$ cat config.mk
export PLATFORM = sky130hd
export DESIGN_NAME = aes_rand_buf
export DESIGN_NICKNAME = d
export VERILOG_FILES = /design/src/rtl/aes_rand_pkg.sv /design/src/rtl/aes_rand_fifo_mem.sv /design/src/rtl/aes_rand_buf.sv
export SDC_FILE = /design/constraint.sdc
export NUM_CORES = 2
export LEC_CHECK = 0
export CELL_PAD_IN_SITES_DETAIL_PLACEMENT = 0
export CELL_PAD_IN_SITES_GLOBAL_PLACEMENT = 2
export CORE_MARGIN = 2
export CORE_UTILIZATION = 32
export DETAILED_ROUTE_END_ITERATION = 7
export PLACE_DENSITY = 0.72
export SYNTH_ARGS = -nofsm -noshare
export SYNTH_HDL_FRONTEND = slang
export SYNTH_SLANG_ARGS = --single-unit
$ cat constraint.sdc
create_clock -name clk -period 9.4 [get_ports clk]
set_input_delay 1.88 -clock clk [delete_from_list [all_inputs] [get_ports clk]]
set_output_delay 1.88 -clock clk [all_outputs]
set_load 0.02 [all_outputs]
$ cat src/rtl/aes_rand_pkg.sv
// Shared types and default constants for the AES mask-randomness buffer.
package aes_rand_pkg;

  localparam int RAND_W_DEF = 256;
  localparam int DEPTH_DEF  = 4;

  // ST_ALARM is reachable only when the health check is compiled in.
  typedef enum logic [1:0] {
    ST_WARMUP,
    ST_RUN,
    ST_ALARM
  } state_t;

endpackage

$ cat src/rtl/aes_rand_fifo_mem.sv
// DEPTH x RAND_W register array: one synchronous write port, one combinational read port.
module aes_rand_fifo_mem
  import aes_rand_pkg::*;
#(
  parameter int RAND_W = RAND_W_DEF,
  parameter int DEPTH  = DEPTH_DEF
) (
  input  logic                     clk,
  input  logic                     wr_en,
  input  logic [$clog2(DEPTH)-1:0] wr_addr,
  input  logic [RAND_W-1:0]        wr_data,
  input  logic [$clog2(DEPTH)-1:0] rd_addr,
  output logic [RAND_W-1:0]        rd_data
);

  logic [RAND_W-1:0] mem [DEPTH];

  // NOTE: the array has no reset; validity is tracked by the level counter
  // outside, so clearing wide storage would buy nothing.
  always_ff @(posedge clk) begin
    if (wr_en) mem[wr_addr] <= wr_data;
  end

  assign rd_data = mem[rd_addr];

endmodule

$ cat src/rtl/aes_rand_buf.sv
// Prefetch buffer between the mask RNG and the masked S-box datapath.
// Optional RNG repeat-word health check: define AES_RAND_HEALTH_EN.
module aes_rand_buf
  import aes_rand_pkg::*;
#(
  parameter int RAND_W = RAND_W_DEF,
  parameter int DEPTH  = DEPTH_DEF,
  parameter int WARMUP = 2
) (
  input  logic                     clk,
  input  logic                     resetn,
  output logic                     rng_enable_o,
  input  logic [RAND_W-1:0]        rng_data_i,
  input  logic                     rng_valid_i,
  input  logic                     rd_req_i,
  output logic [RAND_W-1:0]        rd_data_o,
  output logic                     rd_valid_o,
  input  logic                     flush_i,
  output logic [$clog2(DEPTH):0]   level_o,
  output logic                     drop_o,
  output logic                     alarm_o
);

  localparam int PW = $clog2(DEPTH);
  localparam int LW = PW + 1;
  localparam int CW = (WARMUP > 1) ? $clog2(WARMUP) : 1;
  localparam state_t RST_STATE = (WARMUP == 0) ? ST_RUN : ST_WARMUP;

  state_t            state, state_nx;
  logic [PW-1:0]     wr_ptr, rd_ptr, head_ptr;
  logic [LW-1:0]     level_nx;
  logic [CW-1:0]     warm_cnt;
  logic              skip_q;
  logic              arrive, flush, pop, push, drop, dup, health_fail;
  logic              en_nx, rd_valid_nx;
  logic [RAND_W-1:0] mem_rd_data;

`ifdef AES_RAND_HEALTH_EN
  logic [RAND_W-1:0] prev_word;
  logic              prev_vld;

  assign dup     = prev_vld && (rng_data_i == prev_word);
  assign alarm_o = (state == ST_ALARM);

  always_ff @(posedge clk) begin
    if (!resetn) begin
      prev_word <= '0;
      prev_vld  <= 1'b0;
    end else if (arrive && state != ST_ALARM) begin
      prev_word <= rng_data_i;
      prev_vld  <= 1'b1;
    end
  end
`else
  assign dup     = 1'b0;
  assign alarm_o = 1'b0;
`endif

  // NOTE: every output of this block gets a default first so no path
  // through it leaves a variable unassigned and a latch inferred.
  always_comb begin
    arrive      = rng_valid_i && !skip_q;
    flush       = flush_i && (state != ST_ALARM);
    pop         = (state == ST_RUN) && rd_valid_o && rd_req_i && !flush;
    health_fail = (state == ST_RUN) && arrive && !flush && dup;
    push        = (state == ST_RUN) && arrive && !flush && !health_fail &&
                  ((level_o != LW'(DEPTH)) || pop);
    drop        = (state == ST_RUN) && arrive && !flush && !health_fail &&
                  (level_o == LW'(DEPTH)) && !pop;
    head_ptr    = pop ? rd_ptr + PW'(1) : rd_ptr;

    state_nx = state;
    case (state)
      ST_WARMUP: if (arrive && warm_cnt == CW'(WARMUP - 1)) state_nx = ST_RUN;
      ST_RUN:    if (health_fail) state_nx = ST_ALARM;
      default:   state_nx = state;
    endcase

    level_nx = flush ? '0 : level_o + LW'(push) - LW'(pop);

    // The current rng_enable_o is the word still in flight next cycle.
    en_nx = 1'b0;
    case (state_nx)
      ST_WARMUP: en_nx = 1'b1;
      ST_RUN:    en_nx = (level_nx + LW'(rng_enable_o)) < LW'(DEPTH);
      default:   en_nx = 1'b0;
    endcase
    rd_valid_nx = (state_nx == ST_RUN) && (level_nx != '0);
  end

  // NOTE: state registers use non-blocking assignments so every flop
  // samples the pre-edge values regardless of statement order.
  always_ff @(posedge clk) begin
    if (!resetn) begin
      state        <= RST_STATE;
      wr_ptr       <= '0;
      rd_ptr       <= '0;
      level_o      <= '0;
      warm_cnt     <= '0;
      skip_q       <= 1'b1;
      rng_enable_o <= 1'b0;
      rd_valid_o   <= 1'b0;
      rd_data_o    <= '0;
      drop_o       <= 1'b0;
    end else begin
      state        <= state_nx;
      level_o      <= level_nx;
      skip_q       <= flush;
      drop_o       <= drop;
      rng_enable_o <= en_nx;
      rd_valid_o   <= rd_valid_nx;
      if (flush) begin
        wr_ptr <= '0;
        rd_ptr <= '0;
      end else begin
        if (push) wr_ptr <= wr_ptr + PW'(1);
        if (pop)  rd_ptr <= rd_ptr + PW'(1);
      end
      if (state == ST_WARMUP && arrive) warm_cnt <= warm_cnt + CW'(1);
      // Bypass the array when the word being written becomes the new head.
      rd_data_o <= (push && wr_ptr == head_ptr) ? rng_data_i : mem_rd_data;
    end
  end

  aes_rand_fifo_mem #(
    .RAND_W (RAND_W),
    .DEPTH  (DEPTH)
  ) u_mem (
    .clk     (clk),
    .wr_en   (push),
    .wr_addr (wr_ptr),
    .wr_data (rng_data_i),
    .rd_addr (head_ptr),
    .rd_data (mem_rd_data)
  );

endmodule

# Word-level counts from Yosys, hierarchy flattened
# Memory sizes are Yosys's and may differ from the RTL's. A register that Yosys moved wholly into a read port is not among the register bits.
# Cells that the tools add are included.
# totals
out_inout_bits	263
wordCells	52
register_bits	14
mem_bits_rw	1024
inputBits	261
mem_count	1
# classes
n_eq_ne	5
n_addsub	6
n_reduce_logical	22
n_lt_le_gt_ge	1
bitwise_logic	1
muxes	7
# mem_list
name	depth	width	rd	rd_clocked_by_memory_dff	wr	line_no	source
u_mem.mem	4	256	1	1	1	aes_rand_fifo_mem.sv:16	logic [RAND_W-1:0] mem [DEPTH];
# ops
cell	n
logical AND 1 bit	13
adder 3 x 1 -> 3 bit	2
two-way mux 2 bit	3
adder 2 x 1 -> 2 bit, second input constant	2
equality test 2 x 1 -> 1 bit, second input constant	2
logical NOT 1 bit	4
logical NOT 2 bit	2
equality test 3 bit, second input constant	1
< comparator 3 bit, second input constant	1
two-way mux 3 bit	1
!= test 3 bit, second input constant	1
nonzero test 3 bit	1
subtractor 3 x 1 -> 3 bit	1
two-way mux 1 bit	2
!= test 2 bit, second input constant	1
one-hot mux 1 bit (2 select lines)	1
OR reduction 2 bit	1
adder 1 bit, second input constant	1
logical OR 1 bit	1
inverter 1 bit	1

# Longest topological paths before layout
# logic_depth
word_depth	12
mapped_depth	14
mapped_depth_nobuf	11

# Modules after synthesis
# Synthesis repeated with hierarchy kept, for this count alone.
# unflattened
hier_cells	2523
area_unflattened_um2	48021.1
# modules_own_cells
module	seq_area_each_um2	instances	area_per_inst_um2	cells_each
aes_rand_fifo_mem	30749.5	1	37216.9	1341
aes_rand_buf	5405.2	1	10804.1	1182

# Worst setup path after synthesis
# Ideal clock, no wire load.
# synth_path
kind	input-to-reg
startpoint	in flush_i
endpoint	mem u_mem.mem[1][0] (netlist bit), enable pin
stages	7
setup_slack_ns	-0.166
n_path_buf	3
required_ns	8.751
setup_time_ns	0.649
arrival_ns	8.916
cell_sequence	nand4b_1 -> nand2b_1 -> buf_2 -> buf_2 -> buf_2 -> a21oi_1 -> and2_1
# synth_between
elab_chain_len	7
word_cells_on_any_way	8
classes_between	mux (2); reduce/logical (6)
# synth_rtl
item	line_no	source
start: declaration	aes_rand_buf.sv:18	input logic flush_i,
logical AND 1 bit *	aes_rand_buf.sv:63	flush = flush_i && (state != ST_ALARM);
logical NOT 1 bit *	aes_rand_buf.sv:64, aes_rand_buf.sv:66	
logical AND 1 bit	aes_rand_buf.sv:64	pop = (state == ST_RUN) && rd_valid_o && rd_req_i && !flush;
logical OR 1 bit	aes_rand_buf.sv:67	((level_o != LW'(DEPTH)) || pop);
logical AND 1 bit *	aes_rand_buf.sv:66	push = (state == ST_RUN) && arrive && !flush && !health_fail &&
two-way mux 1 bit *	aes_rand_fifo_mem.sv:21	if (wr_en) mem[wr_addr] <= wr_data;
two-way mux 1 bit (not written as such) *	aes_rand_fifo_mem.sv:21	
end: declaration	aes_rand_fifo_mem.sv:16	
# Mark *: on every way between the ends. The rest lies on a longest branch, timed or not.

# Final worst setup path
# layout_path
startpoint	in flush_i
endpoint	reg rd_data_o[136], read port of u_mem.mem
# layout_between
elab_chain_len	4
# layout_rtl
item	line_no	source
logical AND 1 bit	aes_rand_buf.sv:63	
logical NOT 1 bit	aes_rand_buf.sv:64	
logical AND 1 bit	aes_rand_buf.sv:64	
two-way mux 2 bit	-	
end: declaration	aes_rand_buf.sv:16	output logic [RAND_W-1:0] rd_data_o,
# No other way between the ends.
# A chain may end at the register's enable or synchronous reset.

==> metrics.md <==
| Metric | Value |
|---|---|
| CTS Buf Count | `148` |
| Die height | `414 µm` |
| WHS Endpoint | `warm_cnt` |
| Worst-path clk slew | `0.05 ns` |
| WHS Path Cells | `2` |
| Mapped Area | `0.0539 mm²` |
| Peak VDD IR | `0.184 mV` |
| CP Data Required Time | `10.10 ns` |
| Gr usage total | `17.5%` |
| Pwr Total | `12.2 mW` |
| Synthesized flop and latch total | `1294` |
| Root buffer cell | `clkbuf_16` |
| Fin crit period | `5.83 ns` |
| Yosys cell types | `37` |
| Clock sink total | `1294` |
| Status | `completed` |
| CTS Buffer Depth | `3` |
| Starting Density | `32.2%` |
| Number of gates resized after CTS | `0` |
| GP Congestion | `0.771` |
| Worst Clk Skew | `0.0271 ns` |
| FF-to-FF Start | `state[0]` |
| # rows | `150` |
| Die ar. | `0.172 mm²` |
| Startpoint types | `input pin` |
| Largest net degree at the start of global routing | `156` |
| I/O Pins | `524` |
| First-pass GRT wire length | `227000 µm` |
| Fillcell total | `15300` |
| Fin. max-slew vios | `0` |
| Setup violators final | `0` |
| Post-synth top area share | `57.1%` |
| RSZ-0062 raised after global routing | `false` |
| Max-cap violations | `0` |
| Hold Buf Count CTS | `0` |
| Vias/cell | `5.37` |
| Min-delay src | `warm_cnt` |
| Pre-Repair DR Iteration Count | `6` |
| Register area share after synthesis | `67.1%` |
| CTS HTree Levels | `4` |
| DP Wirelength | `87100 µm` |
| Cells after Synth | `3440` |
| Footprint of the flip-flops and latches | `0.0362 mm²` |
| Post-synth top cells | `1024 x edfxtp_1, 514 x nand2_1, 270 x dfxtp_1` |
| Die X | `414 µm` |
| Multi-input gate area | `0.0165 mm²` |
| Layout net count | `4148` |
| Final ANT Viol Nets | `0` |
| Grt total ovfl | `0` |
| Via count | `33400` |
| Layout Area Growth over Synthesis | `22.4%` |
| Residual DRC count | `0` |
| Synth Flop Type | `edfxtp_1` |
| Reg-to-Reg End | `rd_data_o[136]` |
| Final Hold Viols | `0` |
| Max-slew headroom | `12.2%` |
| Number of global-route vias before repair | `34600` |
| Setup crit end kind | `flop` |
| WL final | `154000 µm` |
| Initial antenna violation count | `27` |
| Ratio of cells with drive above 1 in the final layout | `13.4%` |
| Post-synth top area cell | `edfxtp_1` |
| Post-CTS Setup Bufs | `0` |
| Clock latency on the worst-skew pair | `0.79 ns` |
| Cell with the most instances after synthesis | `edfxtp_1` |
| Final core utilization | `39.5%` |
| Fin crit share | `62.0%` |
| CP arrival | `6.53 ns` |
| Critical path fanouts, max | `90` |
| Worst-Margin Slew | `1.32 ns` |
| Syn Area/Cell | `15.7 µm²` |
| FFs w/ async S/R, synth | `0%` |
| Reg2Reg Depth | `9` |
| Initial drt markers | `2361` |
| Wire per inst | `24.7 µm` |
| Synthesized Nets | `3708` |
| PwrDens | `184 mW/mm²` |
| Reg2Reg Setup Slack | `4.83 ns` |
| Critical path type | `input pin to flop` |
| Post-synth EDFFs | `1024` |
| Synth top area cells | `edfxtp_1 57%, mux4_2 11%, dfxtp_1 10%` |
| Synth Warn # | `0` |
| Pleak | `20.3 nW` |
| FMAX | `171 MHz` |
| Core ar. | `0.167 mm²` |
| Setup TNS | `0 ns` |
| Worst Hold Class | `flop to flop` |
| I/O Buffers | `522` |
| CTS tree | `done` |
-- state kept, by name (all words and copies together), names as in the netlist --
register	count
skip_q	1
rd_data_o	256
level_o	3
wr_ptr	2
rd_valid_o	1
drop_o	1
rng_enable_o	1
state	2
u_mem.mem	1024
rd_ptr	2
warm_cnt	1
-- how the worst max path moves through the flow --
stage,to,slack [ns],cells after the start,from
global route,rd_data_o[140],3.21,10,flush_i
CTS,rd_data_o[228],3.59,9,flush_i
floorplan,u_mem.mem[0][0],2.68,7,flush_i
detailed placement,rd_data_o[228],2.73,9,flush_i
global placement,rd_data_o[228],2.74,9,flush_i
finish,rd_data_o[136],3.57,10,flush_i
-- routing by layer --
| layer | track usage, % | vias to the layer above | share of wire, % |
|---|---|---|---|
| met1 | 21.0 | 17500 | 40 |
| met4 | 7.43 | 6 | 3.6 |
| li1 | - | 14800 | - |
| met3 | 3.00 | 261 | 4.4 |
| met2 | 30.9 | 917 | 52 |
| met5 | 0 | - | 0.026 |
-- critical path, stage by stage --
cell	delay [ns]
clkdlybuf4s50_1	0.47
nand4b_1	0.22
nand2b_4	0.58
inv_8	0.78
buf_4	0.85
buf_4	0.94
mux2i_1	0.18
a32oi_1	0.19
o21ai_0	0.11
o2bb2ai_1	0.20
-- cell usage in the layout, fill, tap and decap left out, drive strengths merged, types with 6 or more instances in the layout --
cell	Yosys	final
edfxtp	1024	1024
clkdlybuf4s50	0	522
nand2	514	514
dfxtp	270	270
o21ai	258	258
mux4	257	257
mux2i	256	256
o2bb2ai	256	256
a32oi	255	255
clkbuf	135	215
buf	151	54
clkinv	0	42
inv	9	18
diode	0	15
nor2	10	10
ha	6	6
bufinv	0	6
-- through the flow --
| stage | cells | area [µm²] | worst slack [ns] | hold WS [ns] |
|---|---|---|---|---|
| 6_report | 6222 | 66000 | 3.57 | 0.528 |
| 5_1_grt | 6222 | 66000 | 3.21 | 0.543 |
| 2_1_floorplan | 3440 | 53900 | 2.68 | 0.479 |
| 3_3_place_gp | 5934 | 61200 | 2.74 | 0.503 |
| 4_1_cts | 6207 | 66000 | 3.59 | 0.533 |
| 3_5_place_dp | 5934 | 61200 | 2.73 | 0.520 |
-- cell type report --
| class | instances | area share [%] |
|---|---|---|
| clock buffers | 215 | 6.41 |
| well taps | 2204 | 4.18 |
| flip-flops and latches | 1294 | 54.8 |
| multi-input cells | 1851 | 25.0 |
| clock inverters | 58 | 0.811 |
| diodes | 15 | 0.0569 |
| repair buffers | 576 | 8.70 |
| inverters | 9 | 0.0626 |
-- report_power, final --
| group | switching [mW] | internal, mW |
|---|---|---|
| Clock | 2.31 | 3.30 |
| Sequential | 0.0148 | 6.20 |
| Combinational | 0.173 | 0.158 |
| Total | 2.49 | 9.66 |
-- cell families after synthesis --
| kind of cell | after synthesis | share of synthesized area (%) |
|---|---|---|
| xor gates and xnor gates | 7 | 0.114 |
| DFF | 1294 | 67.1 |
| and+or+nand+nor | 547 | 3.93 |
| buffers and inverters | 295 | 2.42 |
| AOI/OAI and AO/OA | 776 | 10.8 |
| other | 1 | 0.00696 |
| muxes | 513 | 15.5 |
| adders and majority gates | 7 | 0.176 |
No activity file was read; power rests on OpenSTA's default activity.
